===== src/rtl/cnt_pwm_gen.sv =====
// PWM generator slaved to an upstream free-running W-bit up counter.
// Latency: outputs reflect the cnt_in sample from the previous rising edge.
// Backpressure: duty_ready low while a duty waits in the pending slot for the next wrap.
module cnt_pwm_gen #(
  parameter int W   = 4,
  parameter int PCW = 8
) (
  input  logic           clk,
  input  logic           rst_n,
  input  logic [W-1:0]   cnt_in,
  input  logic [W:0]     duty_in,
  input  logic           duty_valid,
  output logic           duty_ready,
  output logic           pwm_out,
  output logic           wrap_tick,
  output logic [PCW-1:0] period_cnt,
  output logic           seq_err
);

  localparam logic [W:0]   DUTY_MAX = (W + 1)'(1) << W;
  localparam logic [W-1:0] CNT_MAX  = {W{1'b1}};

  logic [W-1:0] prev_cnt;
  logic         prev_vld;
  logic [W:0]   pend_duty;
  logic         pend_full;
  logic [W:0]   act_duty;

  logic [W:0]   duty_sat;
  logic         is_adv;
  logic         is_stall;
  logic         is_wrap;
  logic         apply_pend;
  logic         xfer;
  logic [W:0]   eff_duty;

  always_comb begin
    duty_sat   = (duty_in > DUTY_MAX) ? DUTY_MAX : duty_in;
    is_adv     = prev_vld && (cnt_in == prev_cnt + 1'b1);
    is_stall   = prev_vld && (cnt_in == prev_cnt);
    is_wrap    = is_adv && (prev_cnt == CNT_MAX);
    apply_pend = is_wrap && pend_full;
    xfer       = duty_valid && !pend_full;
    // A wrap that swaps in the pending duty must already use it for this sample.
    eff_duty   = apply_pend ? pend_duty : act_duty;
  end

  assign duty_ready = ~pend_full;

  always_ff @(posedge clk or negedge rst_n) begin
    if (!rst_n) begin
      prev_cnt   <= '0;
      prev_vld   <= 1'b0;
      pend_duty  <= '0;
      pend_full  <= 1'b0;
      act_duty   <= '0;
      pwm_out    <= 1'b0;
      wrap_tick  <= 1'b0;
      period_cnt <= '0;
      seq_err    <= 1'b0;
    end else begin
      prev_cnt  <= cnt_in;
      prev_vld  <= 1'b1;
      pwm_out   <= ({1'b0, cnt_in} < eff_duty);
      wrap_tick <= is_wrap;
      if (is_wrap)
        period_cnt <= period_cnt + 1'b1;
      if (prev_vld && !is_adv && !is_stall)
        seq_err <= 1'b1;
      // A transfer needs an empty slot and an apply needs a full one, so they never collide.
      if (apply_pend) begin
        act_duty  <= pend_duty;
        pend_full <= 1'b0;
      end
      if (xfer) begin
        pend_duty <= duty_sat;
        pend_full <= 1'b1;
      end
    end
  end

endmodule


===== config.mk =====
export PLATFORM = sky130hd
export DESIGN_NAME = cnt_pwm_gen
export DESIGN_NICKNAME = d
export VERILOG_FILES = /design/src/rtl/cnt_pwm_gen.sv
export SDC_FILE = /design/constraint.sdc
export NUM_CORES = 1
export LEC_CHECK = 0
export CAP_MARGIN = 5
export CELL_PAD_IN_SITES_DETAIL_PLACEMENT = 0
export CELL_PAD_IN_SITES_GLOBAL_PLACEMENT = 1
export CORE_MARGIN = 1
export CORE_UTILIZATION = 45
export CTS_BUF_LIST = sky130_fd_sc_hd__clkbuf_8 sky130_fd_sc_hd__clkbuf_16
export CTS_CLUSTER_DIAMETER = 200
export DETAILED_ROUTE_END_ITERATION = 10
export DONT_BUFFER_PORTS = 1
export GPL_ROUTABILITY_DRIVEN = 0
export HOLD_SLACK_MARGIN = 0.05
export PLACE_DENSITY_LB_ADDON = 0.25
export SLEW_MARGIN = 20
export SYNTH_ARGS = -nofsm -noshare
export SYNTH_HDL_FRONTEND = slang
export SYNTH_SLANG_ARGS = --single-unit

===== constraint.sdc =====
create_clock -name clk -period 4.7 [get_ports clk]
set_input_delay 0.47 -clock clk [delete_from_list [all_inputs] [get_ports clk]]
set_output_delay 0.47 -clock clk [all_outputs]
set_load 0.05 [all_outputs]

Word-level counts from Yosys, hierarchy flattened
Cells that the tools add are included.

Output and inout port bits: 12. Logic and storage cells: 32. Bits in writable memories: 0. Register bits after elaboration: 27. Memory bits (read-only): 0. Latch bits: 0. Memories: 0. Input bits: 12.

Order comparisons: 2. Muxes and demuxes: 4. $mul: 0. Divide/modulo/power cells: 0. Add/subtract/negate cells: 2. Shift operators: 0. Bitwise gates (word level): 1. Equality and inequality tests: 3. Reductions and logical operators: 11.

Operators with widths (count): two-way mux 5 bit (2); adder 8 x 1 -> 8 bit, second input constant (1); == test 4 bit (2); logical AND 1 bit (7); > comparator 5 bit, second input constant (1); less-than comparator 4 x 5 -> 1 bit (1); adder 4 x 1 -> 4 bit, second input constant (1); == test 4 bit, second input constant (1); zero test 1 bit (3); two-way mux 1 bit (2); nonzero test 2 bit (1); inverter 1 bit (1).

Depth between registers and ports, before layout
Gate-level depths: netlist of run 1.

Depth in word-level cells: 7. Mapped depth: 13. Gate-level depth less buffers: 12.

Worst setup path before layout of run 1
No wires, ideal clock.

Path kind: flip-flop to flip-flop. Start: register prev_cnt[0]. End: register pwm_out. Path buffers: 1. Setup time: 125 ps. Slack: 2207 ps. Required time: 4575 ps. Data arrival time: 2368 ps. Stages on the path, launching flop included: 14. Clock period less this slack: 2493 ps. Cell sequence: dfrtp_1 -> ha_1 -> xor2_1 -> nor2_1 -> and3_1 -> buf_6 -> nand2_8 -> mux2i_1 -> ha_1 -> a21o_1 -> nand2_1 -> a31oi_1 -> nand2_1 -> mux2_4.

Cells in the longest elaborated chain, start to end: 7. Elaborated cells on any way between the ends: 8. Classes of those cells: add/sub (1); order compare (1); eq/ne (2); mux (1); reduce/logical (3).

RTL lines: start: declaration (line 23) `logic [W-1:0] prev_cnt;`; start signal: assignment (line 62) `prev_cnt <= cnt_in;`; adder 4 x 1 -> 4 bit (line 39) `is_adv = prev_vld && (cnt_in == prev_cnt + 1'b1);`; == test 4 bit (line 39); logical AND 1 bit (line 39); logical AND 1 bit * (line 41) `is_wrap = is_adv && (prev_cnt == CNT_MAX);`; named net is_wrap (line 32) `logic is_wrap;`; logical AND 1 bit * (line 42) `apply_pend = is_wrap && pend_full;`; two-way mux 5 bit *; less-than comparator 4 x 5 -> 1 bit * (line 64) `pwm_out <= ({1'b0, cnt_in} < eff_duty);`; end signal: assignment (line 64); end: declaration (line 14) `output logic pwm_out,`.

Mark *: on every way through the listed nets, which the timed path passes. The rest lies on a longest branch. A chain may end at the register's enable or synchronous reset.

Worst setup path after layout of run 1
Start: register prev_cnt[0]. End: register pwm_out.

Cells in the longest elaborated chain, start to end: 7. Elaborated cells on any way between the ends: 8. Classes of those cells: add/sub (1); order compare (1); eq/ne (2); mux (1); reduce/logical (3).

RTL lines (line): adder 4 x 1 -> 4 bit (39); == test 4 bit (39); logical AND 1 bit (39); logical AND 1 bit * (41); logical AND 1 bit * (42); two-way mux 5 bit *; less-than comparator 4 x 5 -> 1 bit * (64).

Mark *: on every way between the ends. The rest lies on a longest branch, timed or not.

==> results of run 1 <==
## kinds of logic after synthesis
logic type	after synthesis
simple gates	31
other cells	1
fa+ha+maj	5
buf+inv	2
compound gates	11
flops	27
mux	11
xor+xnor	14
## through the flow
step	power, mW	utilization	hold slack, ns
after floorplan	0.285	-	0.174
after global placement	0.289	0.500	0.175
after detailed placement	0.292	0.500	0.175
after CTS	0.431	0.530	0.215
after global routing	0.445	0.530	0.204
final	0.422	0.530	0.223
## placed cells by master (no fill, tap or decap)
cell and n:
a21o_1 1, a21oi_1 1, a31o_2 1, a31oi_1 2, and3_1 3, buf_12 1
clkbuf_8 3, clkinvlp_4 1, conb_1 1, dfrtp_1 27, dlygate4sd3_1 1, ha_1 5
inv_1 1, mux2_2 2, mux2_4 6, mux2i_1 3, nand2_1 10, nand2_8 1
nand2b_1 4, nand3_1 2, nand4_1 6, nor2_1 5, o21a_1 1, o21ai_0 5
xnor2_1 11, xor2_1 3
## power by group
part / switching (mW) / internal [mW] / total, mW
sequential: 0.0166 / 0.242 / 0.259
clock: 0.0689 / 0.0600 / 0.129
combinational: 0.0172 / 0.0177 / 0.0349
## worst max-delay path: stages (launching register included)
cell and delay [ns]:
dfrtp_1 0.41, ha_1 0.31, xor2_1 0.17, nor2_1 0.13, and3_1 0.50, nand2_8 0.16
mux2i_1 0.16, ha_1 0.29, a21o_1 0.11, nand2_1 0.07, a31oi_1 0.16, nand2_1 0.07
mux2_4 0.26
## flip-flops by register name, summed over array words and instances (netlist names)
signal,flops
prev_vld,1
seq_err,1
period_cnt,8
prev_cnt,4
pend_duty,5
pend_full,1
act_duty,5
pwm_out,1
wrap_tick,1
## worst paths after layout
kind                               from      endpoint
max                         prev_cnt[0]       pwm_out
min                           cnt_in[3]   prev_cnt[3]
max reg2reg                 prev_cnt[0]       pwm_out
min reg2reg                pend_duty[1]  pend_duty[1]
max in group asynchronous         rst_n  pend_duty[4]
min in group asynchronous         rst_n       seq_err
## area by class of cell
type / instances / area [um2] / area share
inverter: 1 / 3.75 / 0.00276
clock buffer: 3 / 41.3 / 0.0303
multi-input combinational: 73 / 566 / 0.415
timing repair buffer: 2 / 30.0 / 0.0221
clock inverter: 1 / 7.51 / 0.00551
sequential: 27 / 676 / 0.496
tap: 30 / 37.5 / 0.0276
## metal layers
layer / global-route usage / part of all wire / vias up
met4: 0.0256 / 0.0053 / 0
li1: - / - / 364
met5: 0 / 0 / -
met1: 0.171 / 0.46 / 350
met3: 0.0528 / 0.042 / 2
met2: 0.249 / 0.49 / 16
## timing repair
item | in CTS | in global routing
setup endpoints to repair | 0 | 0
endpoints found under the hold margin | 27 | 0
hold buffers | 2 | 0
gates resized for setup | 0 | 0
buffers inserted | 0 | 0
==> results by group, run 1 <==
Clock tree
  • Total CTS buffers: 3
  • H-tree levels: 1
  • Clock latency on the worst-skew pair: 0.27 ns
  • CTS root buf: clkbuf_8
  • TritonCTS clock tree: done
  • Reg clk slew, reported paths: 0.09 ns
  • Clock sink total: 27
  • Max Buffers Root-to-Sink: 2

Synthesis
  • Leading post-synthesis cells by cell area: dfrtp_1 (54%), xnor2_1 (7.7%), mux2_4 (7.2%)
  • Post-synthesis mux area share: 0.114
  • Distinct cells, synth: 23
  • Yosys reg bits: 27
  • Most numerous cell in the Yosys netlist: dfrtp_1
  • Predominant post-synthesis flop cell: dfrtp_1
  • Share of the synthesized area in the top cell type: 0.538
  • Synth Warn #: 0
  • Commonest cells in the netlist: dfrtp_1 (27), xnor2_1 (11), nand2_1 (10), mux2_4 (6), nand4_1 (6)
  • Synth Area in XOR/XNOR: 0.0976
  • Compound-Gate Fraction of Synth Area: 0.0528
  • Main combinational cell family by area after synthesis: simple AND/OR/NAND/NOR gates
  • Fraction of registers with async set/reset: 1.00
  • Mapped Cells: 102
  • Mapped Area: 0.00126 mm2
  • Top cell type by total area after synthesis: dfrtp_1
  • Simple-gate portion of the synthesized area: 0.133
  • Adder-cell share of the synthesized area: 0.0498
  • Syn_area_per_cell: 12.3 um2
  • Post-synthesis sequential area ratio: 0.538
  • Post-Syn Nets: 119
  • Post-synth EDFFs: 0

Power and ir drop
  • Peak supply drop: 0.000202 V
  • Pleak: 0.657 nW
  • Cell Pwr Density: 310 mW/mm2

Floorplanning
  • Die height: 54.8 um
  • Initial core utilization: 0.489
  • Top-level I/O count: 24
  • Die area: 0.00301 mm2
  • Die width: 54.8 um
  • Core ar.: 0.00257 mm2
  • # rows: 18

STA
  • Clk_skew: 0.00393 ns
  • RSZ-0062 raised after global routing: no
  • Final Max Slew Viols: 0
  • Max_slew headroom: 0.615
  • Final WS setup: 1.79 ns
  • Setup TNS: 0 ns
  • Fmax: 344 MHz
  • Final worst-path cycle share: 0.618
  • Setup violations, final: 0
  • Hold Fails Final Rpt: 0
  • Worst-margin pin slew: 0.578 ns
  • Crit path time final: 2.91 ns

Placed design
  • Area after DPL: 0.00128 mm2
  • Dpl hpwl: 1.44 mm
  • Worst slack, placed: 1.79 ns
  • Placed cells: 131
  • IO Port Bufs: 0

Setup path
  • Flop2flop setup slack: 1.79 ns
  • Worst EP required: 4.86 ns
  • Critical setup path kind: flip-flop to flip-flop
  • Worst R2R Path Depth: 12
  • Crit-path max FO: 10
  • Element type at the critical path end: flip-flop
  • Critical Path Start Type: flip-flop
  • Crit path DAT: 3.06 ns

Route
  • Vias per inst: 5.34
  • TritonRoute pass-1 iters: 4
  • Post-DR wirelength/cell: 13.8 um
  • Violation count after the first detailed-route iteration: 6
  • Post-Route WL: 1.90 mm
  • Post-route DRC: 0
  • Detail Route Antenna Nets: 0
  • DR vias: 732

GRT
  • Largest net degree at the start of global routing: 28
  • Initial antenna violation count: 0
  • Vias in the first global route: 760
  • Grt total ovfl: 0
  • First-pass GRT wire length: 2.97 mm
  • Gr usage total: 0.144

Layout
  • P&R area growth vs syn: 8.37%
  • Antenna diodes: 0
  • Finished Layout Cells: 137
  • Nets: 125
  • Share of layout cells above drive strength 1: 0.140
  • Filler Cell Count: 232
  • Post-route cell area: 0.00136 mm2

Min path
  • HP Class: primary input to flip-flop
  • Hold path depth: 0

Job
  • Max Cap Viol: 0

Outcome
  • Status: finished clean
No activity file was read; power rests on OpenSTA's default activity.
==> run 2: changes to the inputs <==
--- a/config.mk
+++ b/config.mk
@@ -9,7 +9,7 @@
 export CELL_PAD_IN_SITES_DETAIL_PLACEMENT = 0
 export CELL_PAD_IN_SITES_GLOBAL_PLACEMENT = 1
 export CORE_MARGIN = 1
-export CORE_UTILIZATION = 45
+export CORE_UTILIZATION = 43
 export CTS_BUF_LIST = sky130_fd_sc_hd__clkbuf_8 sky130_fd_sc_hd__clkbuf_16
 export CTS_CLUSTER_DIAMETER = 200
 export DETAILED_ROUTE_END_ITERATION = 10
==> constraint.sdc (replaced) <==
create_clock -name clk -period 2.4 [get_ports clk]
set_input_delay 0.24 -clock clk [delete_from_list [all_inputs] [get_ports clk]]
set_output_delay 0.24 -clock clk [all_outputs]
set_load 0.05 [all_outputs]
==> results by group, run 2 (synthesis gave the netlist of run 1 again) <==
Route
  • Met1 Wirelength: 1.08 mm (was 876 um)
  • WL met3: 81 um (was 80 um)
  • Post-route DRC: 0 (unchanged)
  • DR vias: 828 (was 732)
  • Post-DR wirelength/cell: 14.8 um (was 13.8 um)
  • Met2 WL post-DR: 1.12 mm (was 928 um)
  • Post-Route WL: 2.33 mm (was 1.90 mm)
  • Violation count after the first detailed-route iteration: 38 (was 6)
  • TritonRoute pass-1 iters: 4 (unchanged)
  • Vias per inst: 5.24 (was 5.34)
  • Highest Signal Layer: met4 (unchanged)
  • Detail Route Antenna Nets: 0 (unchanged)

Power and ir drop
  • Peak supply drop: 0.000502 V (was 0.000202 V)
  • Total power draw: 0.882 mW (was 0.422 mW)
  • Cell Pwr Density: 577 mW/mm2 (was 310 mW/mm2)
  • Pleak: 0.752 nW (was 0.657 nW)

Clock tree
  • Clock sink total: 27 (unchanged)
  • Max Buffers Root-to-Sink: 2 (unchanged)
  • Clock latency on the worst-skew pair: 0.28 ns (was 0.27 ns)
  • H-tree levels: 1 (unchanged)
  • TritonCTS clock tree: done (unchanged)
  • CTS root buf: clkbuf_8 (unchanged)
  • Total CTS buffers: 3 (unchanged)
  • Reg clk slew, reported paths: 0.09 ns (about the same)

Outcome
  • Failing checks: setup timing
  • Status: finished, violations left (was finished clean)

Layout
  • Antenna diodes: 0 (unchanged)
  • Max FFs per register: 8 (unchanged)
  • Most common cell after layout, fill and taps aside: dfrtp_1 (unchanged)
  • Nets: 145 (was 125)
  • Share of layout cells above drive strength 1: 0.252 (was 0.140)
  • Commonest non-fill, non-tap cells in the layout: dfrtp_1 (27), buf_4 (16), xnor2_1 (11) (was dfrtp_1 (27), xnor2_1 (11), nand2_1 (10))
  • Largest registers: period_cnt (8), act_duty (5), pend_duty (5) (unchanged)
  • P&R area growth vs syn: 21.6% (was 8.37%)
  • Post-route cell area: 0.00153 mm2 (was 0.00136 mm2)
  • Top reg by flops: period_cnt (unchanged)

Setup path
  • Crit path DAT: 2.68 ns (was 3.06 ns)
  • Worst path cell trace: ha_1 -> xor2_1 -> nor2_1 -> and3_4 -> nand2_8 -> mux2i_1 -> ha_1 -> a21o_1 -> nand2_1 -> a31oi_1 -> nand2_1 -> mux2_4 (was ha_1 -> xor2_1 -> nor2_1 -> and3_1 -> nand2_8 -> mux2i_1 -> ha_1 -> a21o_1 -> nand2_1 -> a31oi_1 -> nand2_1 -> mux2_4)
  • Max incr delay on CP: 0.39 ns (was 0.50 ns)
  • Worst EP required: 2.57 ns (was 4.86 ns)
  • Crit-path max FO: 5 (was 10)
  • Element type at the critical path end: flip-flop (unchanged)
  • Crit-path slowest cell: dfrtp_1 (was and3_1)
  • Critical Path Start Type: flip-flop (unchanged)
  • Critical setup path kind: flip-flop to flip-flop (unchanged)

GRT
  • Gr usage total: 0.169 (was 0.144)
  • Initial antenna violation count: 0 (unchanged)
  • Largest net degree at the start of global routing: 28 (unchanged)
  • First-pass GRT wire length: 4.11 mm (was 2.97 mm)
  • Grt total ovfl: 0 (unchanged)
  • Vias in the first global route: 884 (was 760)

STA
  • Max_slew headroom: 0.626 (was 0.615)
  • Worst-margin pin slew: 0.561 ns (was 0.578 ns)
  • Final worst-path cycle share: 1.04 (was 0.618)
  • Clk_skew: 0.00316 ns (was 0.00393 ns)
  • Final WS setup: -0.105 ns (was 1.79 ns)
  • Crit path time final: 2.51 ns (was 2.91 ns)
  • Final Max Slew Viols: 0 (unchanged)
  • Setup violations, final: 2 (was 0)
  • Fmax: 399 MHz (was 344 MHz)
  • RSZ-0062 raised after global routing: yes (was no)
  • Hold Fails Final Rpt: 0 (unchanged)

Floorplanning
  • Die width: 56.1 um (was 54.8 um)
  • Core ar.: 0.00276 mm2 (was 0.00257 mm2)
  • Top-level I/O count: 24 (unchanged)
  • Die area: 0.00314 mm2 (was 0.00301 mm2)
  • # rows: 19 (was 18)
  • Die height: 56.1 um (was 54.8 um)
  • Initial core utilization: 0.456 (was 0.489)

Placed design
  • IO Port Bufs: 0 (unchanged)
  • Area after DPL: 0.00133 mm2 (was 0.00128 mm2)
  • Worst slack, placed: -0.165 ns (was 1.79 ns)
  • Dpl hpwl: 1.57 mm (was 1.44 mm)

Min path
  • HP Class: primary input to flip-flop (unchanged)

Job
  • Max Cap Viol: 0 (unchanged)
run 2: cell types whose count changed in the layout (fill, tap and decap cells not counted), sizes merged:
cell	previous run	this run
dlygate4sd3	1	5
buf	1	17
run 2: worst max-delay path, delay by kind of cell (launching register included):
kind	cells	cell delay, ns
AO/OA/AOI/OAI	2	0.25
XOR/XNOR	1	0.15
AND/OR/NAND/NOR	5	0.60
multiplexers	2	0.40
adder cells (fa/ha/maj)	2	0.61
flip-flops	1	0.39
run 2: routing by layer:
layer,GRT usage,vias up
met4,0.0836,0
met1,0.222,402
met3,0.0256,4
li1,-,403
met5,0,-
met2,0.270,19
run 2: path summary, 6_finish.rpt:
path | startpoint | endpoint | slack (ns) | depth (start not counted)
hold reg to reg | pend_duty[3] | pend_duty[3] | 0.52 | 2
max in group asynchronous | rst_n | act_duty[0] | 1.86 | 2
setup / recovery | prev_cnt[0] | pwm_out | -0.11 | 12
min in group asynchronous | rst_n | period_cnt[7] | 0.39 | 2
setup reg to reg | prev_cnt[0] | pwm_out | -0.11 | 12
hold / removal | duty_valid | pend_full | 0.07 | 1
run 2: metrics by stage:
step	utilization	hold WS, ns	std cells	TNS [ns]
floorplan	-	-0.0556	102	-0.0594
global placement	0.482	-0.0551	138	-0.0668
detailed placement	0.482	-0.0552	138	-0.165
CTS	0.554	0.0647	158	-0.0669
global route	0.554	0.0612	158	-0.365
finish	0.554	0.0737	158	-0.162
run 2: timing repair:
| item | in CTS | in global routing |
|---|---|---|
| endpoints found under the setup margin | 1 | 2 |
| hold buffers | 6 | 0 |
| hold endpoints to repair | 31 | 0 |
| pin swaps | 4 | 0 |
| setup buffers | 10 | 0 |
| resized for setup | 2 | 0 |
run 2: report_power, final:
group / switching (mW) / internal (mW)
Combinational: 0.0463 / 0.0664
Clock: 0.146 / 0.118
Sequential: 0.0320 / 0.474
run 2: cell type report:
cell class,count,area [um2]
fill,239,1230
sequential,27,676
multi-input combinational,73,571
timing repair buffer,22,190
clock buffer,3,41.3
tap,31,38.8
clock inverter,1,7.51
inverter,1,3.75
